**src/rtl/display_pkg.sv**
```systemverilog
// Shared constants and types for the seven-segment display path.
package display_pkg;
  localparam int unsigned NUM_DIGITS = 4;
  localparam int unsigned DIGIT_W    = 4;
  localparam int unsigned SEL_W      = 2;
  localparam int unsigned WORD_W     = NUM_DIGITS * DIGIT_W;

  localparam logic [NUM_DIGITS-1:0] BLANK_ANODES = 4'b1111;

  typedef logic [DIGIT_W-1:0] digit_t;
  typedef logic [SEL_W-1:0]   sel_t;

  // Nibble n of a packed display word; digit 0 is the rightmost nibble.
  function automatic digit_t digit_at(input logic [WORD_W-1:0] word, input sel_t sel);
    return word[sel*DIGIT_W +: DIGIT_W];
  endfunction
endpackage

```
**src/rtl/display_scan_mux_tick_gen.sv**
```systemverilog
// Free-running divider: one-cycle tick every DIV clocks (DIV >= 2).
// Shared by the display scanner and the alarm blink/beep logic.
module tick_gen #(
  parameter int unsigned DIV = 100_000
) (
  input  logic clk,
  input  logic reset,
  output logic tick_o
);
  localparam int unsigned CNT_W = (DIV > 1) ? $clog2(DIV) : 1;
  localparam logic [CNT_W-1:0] CNT_MAX = CNT_W'(DIV - 1);

  logic [CNT_W-1:0] cnt_reg;

  assign tick_o = (cnt_reg == CNT_MAX);

  always_ff @(posedge clk or posedge reset) begin
    if (reset) begin
      cnt_reg <= '0;
    end else if (tick_o) begin
      cnt_reg <= '0;
    end else begin
      cnt_reg <= cnt_reg + 1'b1;
    end
  end
endmodule

```
**src/rtl/display_scan_mux.sv**
```systemverilog
// Four-digit seven-segment scanner with tear-free shadow update at frame boundaries.
// Optional per-digit blinking is built when DISP_BLINK_EN is defined.
module display_scan_mux
  import display_pkg::*;
#(
  parameter int unsigned DIV          = 100_000,
  parameter int unsigned BLINK_FRAMES = 125
) (
  input  logic                  clk,
  input  logic                  reset,
  input  logic [WORD_W-1:0]     digits_i,
  input  logic                  upd_req_i,
  output logic                  upd_ack_o,
  input  logic [NUM_DIGITS-1:0] blank_mask_i,
`ifdef DISP_BLINK_EN
  input  logic [NUM_DIGITS-1:0] blink_mask_i,
`endif
  output logic [SEL_W-1:0]      sel_o,
  output logic [DIGIT_W-1:0]    digit_o,
  output logic                  blank_o,
  output logic                  frame_o
);
  if (DIV < 2 || BLINK_FRAMES < 1) begin : g_param_check
    $error("display_scan_mux: DIV must be >= 2 and BLINK_FRAMES >= 1");
  end

  logic              tick;
  logic              boundary;
  logic              apply;
  sel_t              sel_next;
  logic [WORD_W-1:0] staging_reg;
  logic [WORD_W-1:0] shadow_reg;
  logic [WORD_W-1:0] shadow_next;
  logic              pending_reg;
  logic              blank_next;

  tick_gen #(.DIV(DIV)) u_tick_gen (
    .clk    (clk),
    .reset  (reset),
    .tick_o (tick)
  );

  assign sel_next = sel_o + SEL_W'(1);
  assign boundary = tick & (sel_o == SEL_W'(NUM_DIGITS - 1));
  // A request landing on the boundary cycle bypasses staging so slot 0 shows it at once.
  assign apply    = boundary & (pending_reg | upd_req_i);

  always_comb begin
    shadow_next = shadow_reg;
    if (apply) begin
      shadow_next = upd_req_i ? digits_i : staging_reg;
    end
  end

`ifdef DISP_BLINK_EN
  localparam int unsigned BF_W = (BLINK_FRAMES > 1) ? $clog2(BLINK_FRAMES) : 1;

  logic [BF_W-1:0] blink_cnt_reg;
  logic            blink_phase_reg;
  logic            blink_phase_next;
  logic            blink_wrap;

  assign blink_wrap = (blink_cnt_reg == BF_W'(BLINK_FRAMES - 1));

  always_comb begin
    blink_phase_next = blink_phase_reg;
    if (boundary && blink_wrap) begin
      blink_phase_next = ~blink_phase_reg;
    end
  end

  always_ff @(posedge clk or posedge reset) begin
    if (reset) begin
      blink_cnt_reg   <= '0;
      blink_phase_reg <= 1'b0;
    end else if (boundary) begin
      blink_cnt_reg   <= blink_wrap ? '0 : blink_cnt_reg + 1'b1;
      blink_phase_reg <= blink_phase_next;
    end
  end

  // Phase is taken post-toggle so a whole frame shares the same blink state.
  assign blank_next = blank_mask_i[sel_next] | (blink_mask_i[sel_next] & blink_phase_next);
`else
  assign blank_next = blank_mask_i[sel_next];
`endif

  always_ff @(posedge clk or posedge reset) begin
    if (reset) begin
      staging_reg <= '0;
      shadow_reg  <= '0;
      pending_reg <= 1'b0;
      upd_ack_o   <= 1'b0;
      frame_o     <= 1'b0;
      sel_o       <= '0;
      digit_o     <= '0;
      blank_o     <= 1'b0;
    end else begin
      upd_ack_o  <= apply;
      frame_o    <= boundary;
      shadow_reg <= shadow_next;
      if (upd_req_i) begin
        staging_reg <= digits_i;
      end
      if (boundary) begin
        pending_reg <= 1'b0;
      end else if (upd_req_i) begin
        pending_reg <= 1'b1;
      end
      if (tick) begin
        sel_o   <= sel_next;
        digit_o <= digit_at(shadow_next, sel_next);
        blank_o <= blank_next;
      end
    end
  end
endmodule
```
**config.mk**
```make
export PLATFORM = sky130hd
export DESIGN_NAME = display_scan_mux
export DESIGN_NICKNAME = d
export VERILOG_FILES = /design/src/rtl/display_pkg.sv /design/src/rtl/display_scan_mux_tick_gen.sv /design/src/rtl/display_scan_mux.sv
export SDC_FILE = /design/constraint.sdc
export NUM_CORES = 1
export LEC_CHECK = 0
export BUFFER_PORTS_ARGS = -buffer_cell sky130_fd_sc_hd__buf_2
export CORE_MARGIN = 1.5
export CORE_UTILIZATION = 55
export DETAILED_ROUTE_END_ITERATION = 10
export GPL_TIMING_DRIVEN = 0
export PLACE_DENSITY = 0.76
export SLEW_MARGIN = 15
export SYNTH_ARGS = -nofsm -noshare
export SYNTH_HDL_FRONTEND = slang
export SYNTH_SLANG_ARGS = --single-unit
```
**constraint.sdc**
```tcl
create_clock -name clk -period 3.6 [get_ports clk]
set_input_delay 0.36 -clock clk [delete_from_list [all_inputs] [get_ports clk]]
set_output_delay 0.36 -clock clk [all_outputs]
set_load 0.02 [all_outputs]
```
==> key figures, run 1 <==
Die
  – Ports: 32
  – Die X: 73.5 um
  – Initial Utilization: 57.5%
  – Die footprint: 5400 um2
  – Num rows: 25
  – CORE AREA: 4750 um2
  – Die Y: 73.5 um

Logic synthesis
  – Largest family of logic cells by synthesized area: simple AND/OR/NAND/NOR gates
  – Mux contribution to synthesized area: 13.0%
  – Share of the synthesized area in the top cell type: 54.0%
  – Dominant synthesized flop cell: dfrtp_1
  – Post-Syn Instances: 246
  – Post-synth EDFFs: 0
  – Post-synth top area cell: dfrtp_1
  – Synth Area in Simple Gates: 18.9%
  – Ranking of synthesized cells by area: dfrtp_1, nand2_1, mux2_2
  – Yosys cell types: 42
  – Sequential fraction of the synthesis area: 54.0%
  – Post-Syn Area per Cell: 11.1 um2
  – Post-synthesis cell area: 2730 um2
  – Post-synthesis adder-cell area fraction: 0.915%
  – Most frequent cell after synthesis: dfrtp_1
  – Synth Area in Compound Gates: 6.45%
  – YS warnings: 0
  – Ys async rst share: 100%
  – XOR/XNOR Fraction of Synth Area: 4.16%
  – Yosys reg bits: 59
  – Syn Nets: 271
  – Most common library cells after synthesis: dfrtp_1, nand2_1, nor2_1

Cells and area
  – Max reg flops: 17
  – Nets: 313
  – Antenna diode count: 0
  – Syn-to-layout area delta: 15.8%
  – Final non-filler cell total: 360
  – Fillers: 403
  – Fin area: 3170 um2
  – Layout cell share with drive strength beyond 1: 27.6%

Route
  – Final ANT Viol Nets: 0
  – Detailed Routing Iterations Pass 1: 4
  – Vias per cell: 5.38
  – Vias: 1938
  – WL final: 5.35 mm
  – DR iter-0 viols: 140
  – DRC viols: 0
  – Mean routed wirelength per cell: 14.9 um

Timing
  – Final Skew: 6.81 ps
  – Total Neg Setup Slack: 0 ps
  – Setup-failing EPs final: 0
  – Slew HR: 42.3%
  – Unrepaired setup endpoints after global routing: no
  – Ratio of final minimum period to clock period: 59.6%
  – Final Hold Viols: 0
  – FMAX: 0.466 GHz
  – Post-route setup slack: 1450 ps
  – Final Critical Period: 2150 ps
  – Worst-margin pin slew: 856 ps
  – Max Transition Viols Final: 0

Placement
  – Setup WS pre-CTS: 1470 ps
  – Dpl cell area: 2980 um2
  – Hpwl dp: 3.74 mm
  – GPL Wtd Cong: 0.826
  – Port Buffers: 31
  – Placed Cells: 344

Setup path
  – Reg2reg start: u_tick_gen.cnt_reg[0]
  – WP data arrival: 2370 ps
  – Reg2reg path depth: 6
  – CP max FO: 10
  – CP Launch Type: register
  – Worst setup startpoint: u_tick_gen.cnt_reg[0]
  – Setup crit end kind: register
  – Worst Path Required: 3820 ps
  – R2r endpoint: shadow_reg[1]
  – R2R Setup Slk: 1450 ps
  – Crit Path Class: reg2reg

Power
  – Leak Pwr: 1.51 nW
  – Tot Pwr: 1.32 mW
  – Power Dens Cells: 418 nW/um2
  – Max VDD drop: 271 uV

Hold path
  – Hold WC Path Type: in2async

Outcome
  – Status: finished, final reports clean

CTS
  – H-tree depth: 3
  – Clock slew at reported path FFs: 70 ps
  – Clock Latency Late Sink: 340 ps
  – CTS tree: done
  – CTS Root Cell: clkbuf_8
  – Post-CTS sizing: 0
  – Hold buffers post-CTS: 0
  – CTS buffer count: 9
  – CTS Buffer Depth: 2
  – Clock sink count: 59
  – # Post-CTS Setup Buffers: 0

GRT
  – Gr ovfl total: 0
  – Largest net degree at the start of global routing: 60
  – Total Routing Usage GR: 23.1%
  – Initial antenna violation count: 0
  – Vias in the first global route: 1920
  – First-pass GRT wire length: 9.14 mm

Run
  – Max cap viols: 0
## kinds of logic (layout without fill, tap and decap cells)
kind of cell	after synthesis	in the layout
buffers and inverters	15	62
AND/OR/NAND/NOR	103	103
XOR/XNOR	13	13
multiplexers	27	27
adder cells (fa/ha/maj)	2	2
AO/OA/AOI/OAI	27	27
flip-flops	59	59
## per-layer routing
metal | vias to the layer above | GRT usage (%) | part of all wire (%)
met1 | 958 | 31.3 | 48
met5 | - | 0 | 0
met3 | 9 | 6.72 | 3.6
met4 | 0 | 11.1 | 2.0
met2 | 35 | 34.2 | 47
li1 | 936 | - | -
## report_power, final
group | switching, mW | internal (mW)
clock network | 0.248 | 0.325
logic | 0.0358 | 0.0295
registers | 0.00472 | 0.681
## metrics by stage
step                      hold WS [ps]  util, %
after floorplan                    433        -
after global placement             447     62.5
after detailed placement           456     62.6
after CTS                          163     66.6
after global routing               207     66.6
final                              138     66.6
## area by class of cell
type | instances | area (um2) | area share (%)
clock inverter | 1 | 5.00 | 0.158
timing repair buffer | 31 | 155 | 4.90
buffer | 10 | 50.0 | 1.58
inverter | 5 | 21.3 | 0.672
sequential | 59 | 1480 | 46.6
multi-input combinational | 172 | 1190 | 37.5
tap | 67 | 83.8 | 2.65
clock buffer | 15 | 186 | 5.89
## worst max-delay path, cell delays in order, from the launching register on
cell and delay [ps]:
dfrtp_1 380, ha_1 220, and4_1 190, buf_2 170, nand4_2 330, nor2_4 360
mux2_1 370
## how the worst max path moves through the flow
stage / to
finish: shadow_reg[1]
global route: shadow_reg[1]
CTS: shadow_reg[1]
detailed placement: shadow_reg[1]
global placement: staging_reg[12]
floorplan: digit_o[0]
## cell usage in the layout, fill, tap and decap left out, types with 6 or more instances in the layout
cell type	count
nor2_1	18
buf_2	38
nand3_1	7
xnor2_1	7
o21ai_0	9
dfrtp_1	59
nand2_1	50
clkbuf_8	13
mux2_2	15
xor2_1	6
Note: power is estimated with default switching activity, not from simulation.
==> run 2, diff against run 1 <==
==> constraint.sdc (replaced) <==
create_clock -name clk -period 2.15 [get_ports clk]
set_input_delay 0.215 -clock clk [delete_from_list [all_inputs] [get_ports clk]]
set_output_delay 0.215 -clock clk [all_outputs]
set_load 0.02 [all_outputs]
==> key figures, run 2 (synthesis gave the netlist of run 1 again) <==
Outcome
  – Status: finished, violations left
  – Violated checks: hold timing

Setup path
  – CP Launch Type: register
  – CP max FO: 11 (+1)
  – R2R Setup Slk: 200 ps (-1260 ps)
  – R2r endpoint: shadow_reg[1]
  – Worst setup startpoint: u_tick_gen.cnt_reg[0]
  – Setup crit end kind: register
  – Reg2reg path depth: 6 (unchanged)
  – Worst Path Required: 2370 ps (-1450 ps)
  – WP data arrival: 2180 ps (-190 ps)
  – Reg2reg start: u_tick_gen.cnt_reg[0]
  – Setup crit end: shadow_reg[1]
  – Crit Path Class: reg2reg

Timing
  – FMAX: 0.512 GHz (+9.9%)
  – Post-route setup slack: 196 ps (-1260 ps)
  – Final Critical Period: 1950 ps (-193 ps)
  – Hold slack final: -9.78 ps (-147 ps)
  – Unrepaired setup endpoints after global routing: no
  – Slew HR: 52.4% (+10 points)
  – Setup-failing EPs final: 0 (unchanged)
  – Final Hold Viols: 7 (+7)
  – Final Skew: 5.92 ps (-0.886 ps)
  – Max Transition Viols Final: 0 (unchanged)
  – Worst-margin pin slew: 714 ps (-142 ps)
  – Ratio of final minimum period to clock period: 90.9% (+31 points)

Cells and area
  – Max reg flops: 17 (unchanged)
  – Most common library cell in the layout ignoring fill and taps: dfrtp_1
  – Fin area: 3210 um2 (+1.3%)
  – Layout cell share with drive strength beyond 1: 29.7% (+2.1 points)
  – Nets: 316 (+0.96%)
  – Fillers: 397 (-1.5%)
  – Final non-filler cell total: 363 (+0.83%)
  – Most frequent cells in the layout: dfrtp_1, nand2_1, buf_2, nor2_1, mux2_2
  – Antenna diode count: 0 (unchanged)
  – Syn-to-layout area delta: 17.3%

Die
  – Die footprint: 5400 um2 (unchanged)
  – Ports: 32 (unchanged)
  – Initial Utilization: 57.5% (unchanged)
  – Num rows: 25 (unchanged)
  – Die Y: 73.5 um (unchanged)
  – Die X: 73.5 um (unchanged)
  – CORE AREA: 4750 um2 (unchanged)

Power
  – Sw Pwr: 0.489 mW (+69%)
  – Max VDD drop: 454 uV (+67%)
  – Clock share of power: 43.4% (about the same)
  – Comb pwr share: 4.9% (about the same)
  – Sequential group share of total power: 51.7% (about the same)
  – Sw frac: 22.0% (+0.18 points)
  – Int Power: 1.73 mW (+67%)
  – Power Dens Cells: 693 nW/um2 (+66%)
  – Leak Pwr: 1.54 nW (+1.7%)

Run
  – Max cap viols: 0 (unchanged)

CTS
  – CTS Root Cell: clkbuf_8
  – Clock slew at reported path FFs: 70 ps (about the same)
  – CTS buffer count: 9 (unchanged)
  – CTS tree: done
  – H-tree depth: 3 (unchanged)
  – Hold buffers post-CTS: 0 (unchanged)
  – Clock sink count: 59 (unchanged)
  – CTS Buffer Depth: 2 (unchanged)
  – Clock Latency Late Sink: 340 ps (about the same)

GRT
  – Gr ovfl total: 0 (unchanged)
  – Initial antenna violation count: 0 (unchanged)
  – Total Routing Usage GR: 23.1% (unchanged)
  – Most Crowded Layer GR: met2
  – Met3 GRT Util: 6.72% (unchanged)
  – Vias in the first global route: 1920 (unchanged)
  – GRT met1 Usage: 31.3% (unchanged)
  – First-pass GRT wire length: 9.14 mm (unchanged)
  – GR Util met2: 34.2% (unchanged)
  – Largest net degree at the start of global routing: 60 (unchanged)

Placement
  – Dpl cell area: 2980 um2 (unchanged)
  – Placed Cells: 344 (unchanged)
  – Hpwl dp: 3.74 mm (unchanged)
  – Setup WS pre-CTS: 15.5 ps (-1450 ps)
  – GPL Wtd Cong: 0.826 (unchanged)
  – Port Buffers: 31 (unchanged)

Route
  – Detailed Routing Iterations Pass 1: 4 (unchanged)
  – Final ANT Viol Nets: 0 (unchanged)
  – WL final: 5.40 mm (+0.95%)
  – DRC viols: 0 (unchanged)
  – Vias per cell: 5.43 (+0.91%)
  – Vias: 1972 (+1.8%)
  – Mean routed wirelength per cell: 14.9 um (+0.12%)
  – DR iter-0 viols: 114 (-19%)

Hold path
  – Hold WC Path Type: in2async
==> run 2: power groups by stage <==
stage	logic, mW	clock network (mW)	registers [mW]
finish	0.109	0.964	1.15
floorplan	0.0718	0	1.17
global placement	0.108	0	1.17
global route	0.124	1.02	1.15
detailed placement	0.111	0	1.17
CTS	0.112	0.976	1.15
==> run 2: timing repair <==
item / 4_1_cts / 5_1_grt
buffers inserted: 0 / 2
endpoints found under the setup margin: 0 / 18
resized for setup: 0 / 8
==> run 2: area by class of cell <==
class                      instances  area (um2)  area share [%]
multi-input combinational        173        1210            37.8
inverter                           5        21.3           0.663
buffer                            10        52.6            1.64
tap                               67        83.8            2.61
clock inverter                     1        5.00           0.156
sequential                        59        1480            46.0
clock buffer                      15         186            5.81
timing repair buffer              33         170            5.31
==> run 2: worst max-delay path, stage by stage, from the launching register on <==
cell     delay (ps)
dfrtp_1         380
ha_1            220
and4_1          190
buf_2           180
nand4_4         230
nor2_4          270
mux2_1          350
==> run 2: worst min path at each step <==
| stage | startpoint | endpoint | slack (ps) |
|---|---|---|---|
| floorplan | digits_i[5] | staging_reg[5] | 360 |
| global placement | shadow_reg[7] | shadow_reg[7] | 450 |
| global route | reset | u_tick_gen.cnt_reg[3] | 60 |
| finish | reset | u_tick_gen.cnt_reg[3] | -10 |
| CTS | reset | u_tick_gen.cnt_reg[8] | 20 |
| detailed placement | reset | staging_reg[11] | 390 |
==> run 2: per-layer routing <==
metal	part of all wire, %	wire (um)	vias up
li1	-	-	942
met1	47	2520	972
met2	46	2510	47
met3	4.6	251	11
met4	2.3	123	0
met5	0	0	-
==> run 2: through the flow <==
stage	setup TNS [ps]	power (mW)	utilization (%)	hold slack, ps
6_report	0	2.22	67.4	-9.78
3_5_place_dp	0	1.28	62.6	386
2_1_floorplan	0	1.24	-	357
4_1_cts	0	2.24	66.6	18.2
5_1_grt	0	2.29	67.4	62.0
3_3_place_gp	-12800	1.28	62.5	447
==> run 3, diff against run 2 <==
--- a/config.mk
+++ b/config.mk
@@ -10,7 +10,7 @@
 export CORE_UTILIZATION = 55
 export DETAILED_ROUTE_END_ITERATION = 10
 export GPL_TIMING_DRIVEN = 0
-export PLACE_DENSITY = 0.76
+export PLACE_DENSITY_LB_ADDON = 0.08
 export SLEW_MARGIN = 15
 export SYNTH_ARGS = -nofsm -noshare
 export SYNTH_HDL_FRONTEND = slang
==> key figures, run 3 (synthesis gave the netlist of run 1 again) <==
Cells and area
  – Fillers: 399 (+0.50%)
  – Final non-filler cell total: 361 (-0.55%)
  – Most common library cell in the layout ignoring fill and taps: dfrtp_1
  – Max reg flops: 17 (unchanged)
  – Antenna diode count: 0 (unchanged)
  – Nets: 315 (-0.32%)
  – Post-Route Utilization: 67.2% (-0.24 points)
  – Syn-to-layout area delta: 16.9%
  – Layout cell share with drive strength beyond 1: 29.3% (-0.48 points)
  – Most frequent cells in the layout: dfrtp_1, nand2_1, buf_2, nor2_1, mux2_2

Die
  – Die X: 73.5 um (unchanged)
  – Die footprint: 5400 um2 (unchanged)
  – CORE AREA: 4750 um2 (unchanged)
  – Die Y: 73.5 um (unchanged)
  – Ports: 32 (unchanged)
  – Initial Utilization: 57.5% (unchanged)
  – Num rows: 25 (unchanged)

Power
  – Max VDD drop: 509 uV (+12%)
  – Leak Pwr: 1.53 nW (-0.37%)
  – Power Dens Cells: 678 nW/um2 (-2.1%)
  – Tot Pwr: 2.17 mW (-2.4%)

Route
  – DRC viols: 0 (unchanged)
  – Mean routed wirelength per cell: 15.2 um (+1.8%)
  – Detailed Routing Iterations Pass 1: 5 (+1)
  – Final ANT Viol Nets: 0 (unchanged)
  – WL final: 5.47 mm (+1.2%)
  – Vias: 1944 (-1.4%)
  – DR iter-0 viols: 160 (+40%)
  – Vias per cell: 5.39 (-0.87%)

Setup path
  – WP data arrival: 2200 ps (+20 ps)
  – Crit Path Class: reg2reg
  – Worst Path Required: 2370 ps (about the same)
  – CP Cell Sequence: nor4b_2 > nand4_4 > nor2_4 > mux2_1
  – Reg2reg path depth: 4 (-2)
  – CP max FO: 10 (-1)
  – Reg2reg start: u_tick_gen.cnt_reg[6]
  – Setup crit end kind: register
  – R2R Setup Slk: 170 ps (-30 ps)
  – CP max stage cell: dfrtp_1
  – Slowest stage delay, CP: 460 ps (+80 ps)
  – CP Launch Type: register
  – R2r endpoint: shadow_reg[1]

GRT
  – Largest net degree at the start of global routing: 60 (unchanged)
  – Met3 GRT Util: 4.53% (-2.2 points)
  – Gr ovfl total: 0 (unchanged)
  – GRT met1 Usage: 33.2% (+1.9 points)
  – GR Util met2: 35.6% (+1.4 points)
  – Total Routing Usage GR: 23.6% (+0.49 points)
  – First-pass GRT wire length: 9.44 mm (+3.2%)
  – Initial antenna violation count: 0 (unchanged)
  – Vias in the first global route: 1920 (unchanged)
  – Most Crowded Layer GR: met2

CTS
  – CTS Buffer Depth: 2 (unchanged)
  – Clock slew at reported path FFs: 60 ps (about the same)
  – H-tree depth: 3 (unchanged)
  – Clock Latency Late Sink: 340 ps (about the same)
  – Hold buffers post-CTS: 0 (unchanged)
  – CTS Root Cell: clkbuf_8
  – CTS buffer count: 9 (unchanged)
  – Clock sink count: 59 (unchanged)
  – CTS tree: done

Run
  – Max cap viols: 0 (unchanged)

Timing
  – Unrepaired setup endpoints after global routing: no
  – Setup-failing EPs final: 0 (unchanged)
  – Slew HR: 52.4% (about the same)
  – Max Transition Viols Final: 0 (unchanged)
  – FMAX: 0.505 GHz (-1.3%)
  – Ratio of final minimum period to clock period: 92.1% (+1.2 points)
  – Final Skew: 10.3 ps (+4.35 ps)
  – Worst-margin pin slew: 713 ps (-0.771 ps)
  – Hold slack final: -9.38 ps (+0.399 ps)
  – Final Critical Period: 1980 ps (+26.1 ps)
  – Final Hold Viols: 5 (-2)

Placement
  – Hpwl dp: 3.72 mm (-0.63%)
  – Placed Cells: 344 (unchanged)
  – Port Buffers: 31 (unchanged)
  – GPL Wtd Cong: 0.777 (-5.9%)

Hold path
  – Hold WC Path Type: in2async

Outcome
  – Status: finished, violations left
  – Violated checks: hold timing
[run 3: critical path, delay by kind of cell (launching register included)]
kind,cells,cell delay (ps)
DFF,1,460
muxes,1,360
and+or+nand+nor,3,1030
[run 3: metrics by stage]
step	hold slack (ps)	area, um2	worst slack, ps	TNS, ps
final	-9.38	3200	170	0
after global routing	61.8	3200	13.1	0
after CTS	20.4	3170	10.6	0
after detailed placement	389	2980	-22.5	-44.3
after global placement	450	2970	-262	-15340
after floorplan	357	2730	294	0
[run 3: how the worst max path moves through the flow]
| stage | from | cells past startpoint | end | slack (ps) |
|---|---|---|---|---|
| CTS | u_tick_gen.cnt_reg[0] | 6 | shadow_reg[1] | 10 |
| detailed placement | u_tick_gen.cnt_reg[0] | 6 | shadow_reg[1] | -20 |
| finish | u_tick_gen.cnt_reg[6] | 4 | shadow_reg[1] | 170 |
| global route | u_tick_gen.cnt_reg[0] | 8 | digit_o[1] | 10 |
| floorplan | sel_o[0] | 6 | digit_o[0] | 290 |
| global placement | reset | 2 | staging_reg[12] | -260 |
[run 3: cell type report]
type	instances	area [um2]	area share [%]
multi-input combinational	172	1210	37.9
clock inverter	2	10.0	0.313
sequential	59	1480	46.2
timing repair buffer	33	170	5.32
buffer	10	55.1	1.72
tap	67	83.8	2.62
clock buffer	13	169	5.29
inverter	5	21.3	0.666
[run 3: per-layer routing]
metal / part of all wire [%] / up-vias
li1: - / 943
met1: 47 / 949
met2: 48 / 42
met3: 3.5 / 10
met4: 2.0 / 0
met5: 0 / -
[run 3: repair_timing]
action,in CTS,in global routing
endpoints found under the setup margin,4,19
setup buffers,2,0
gates resized for setup,0,9
pin swaps,1,2
[run 3: report_power, final]
part	internal, mW	switching, mW	leakage (nW)
clock network	0.502	0.406	0.0953
logic	0.0494	0.0610	0.678
registers	1.14	0.00829	0.758
total	1.69	0.476	1.53
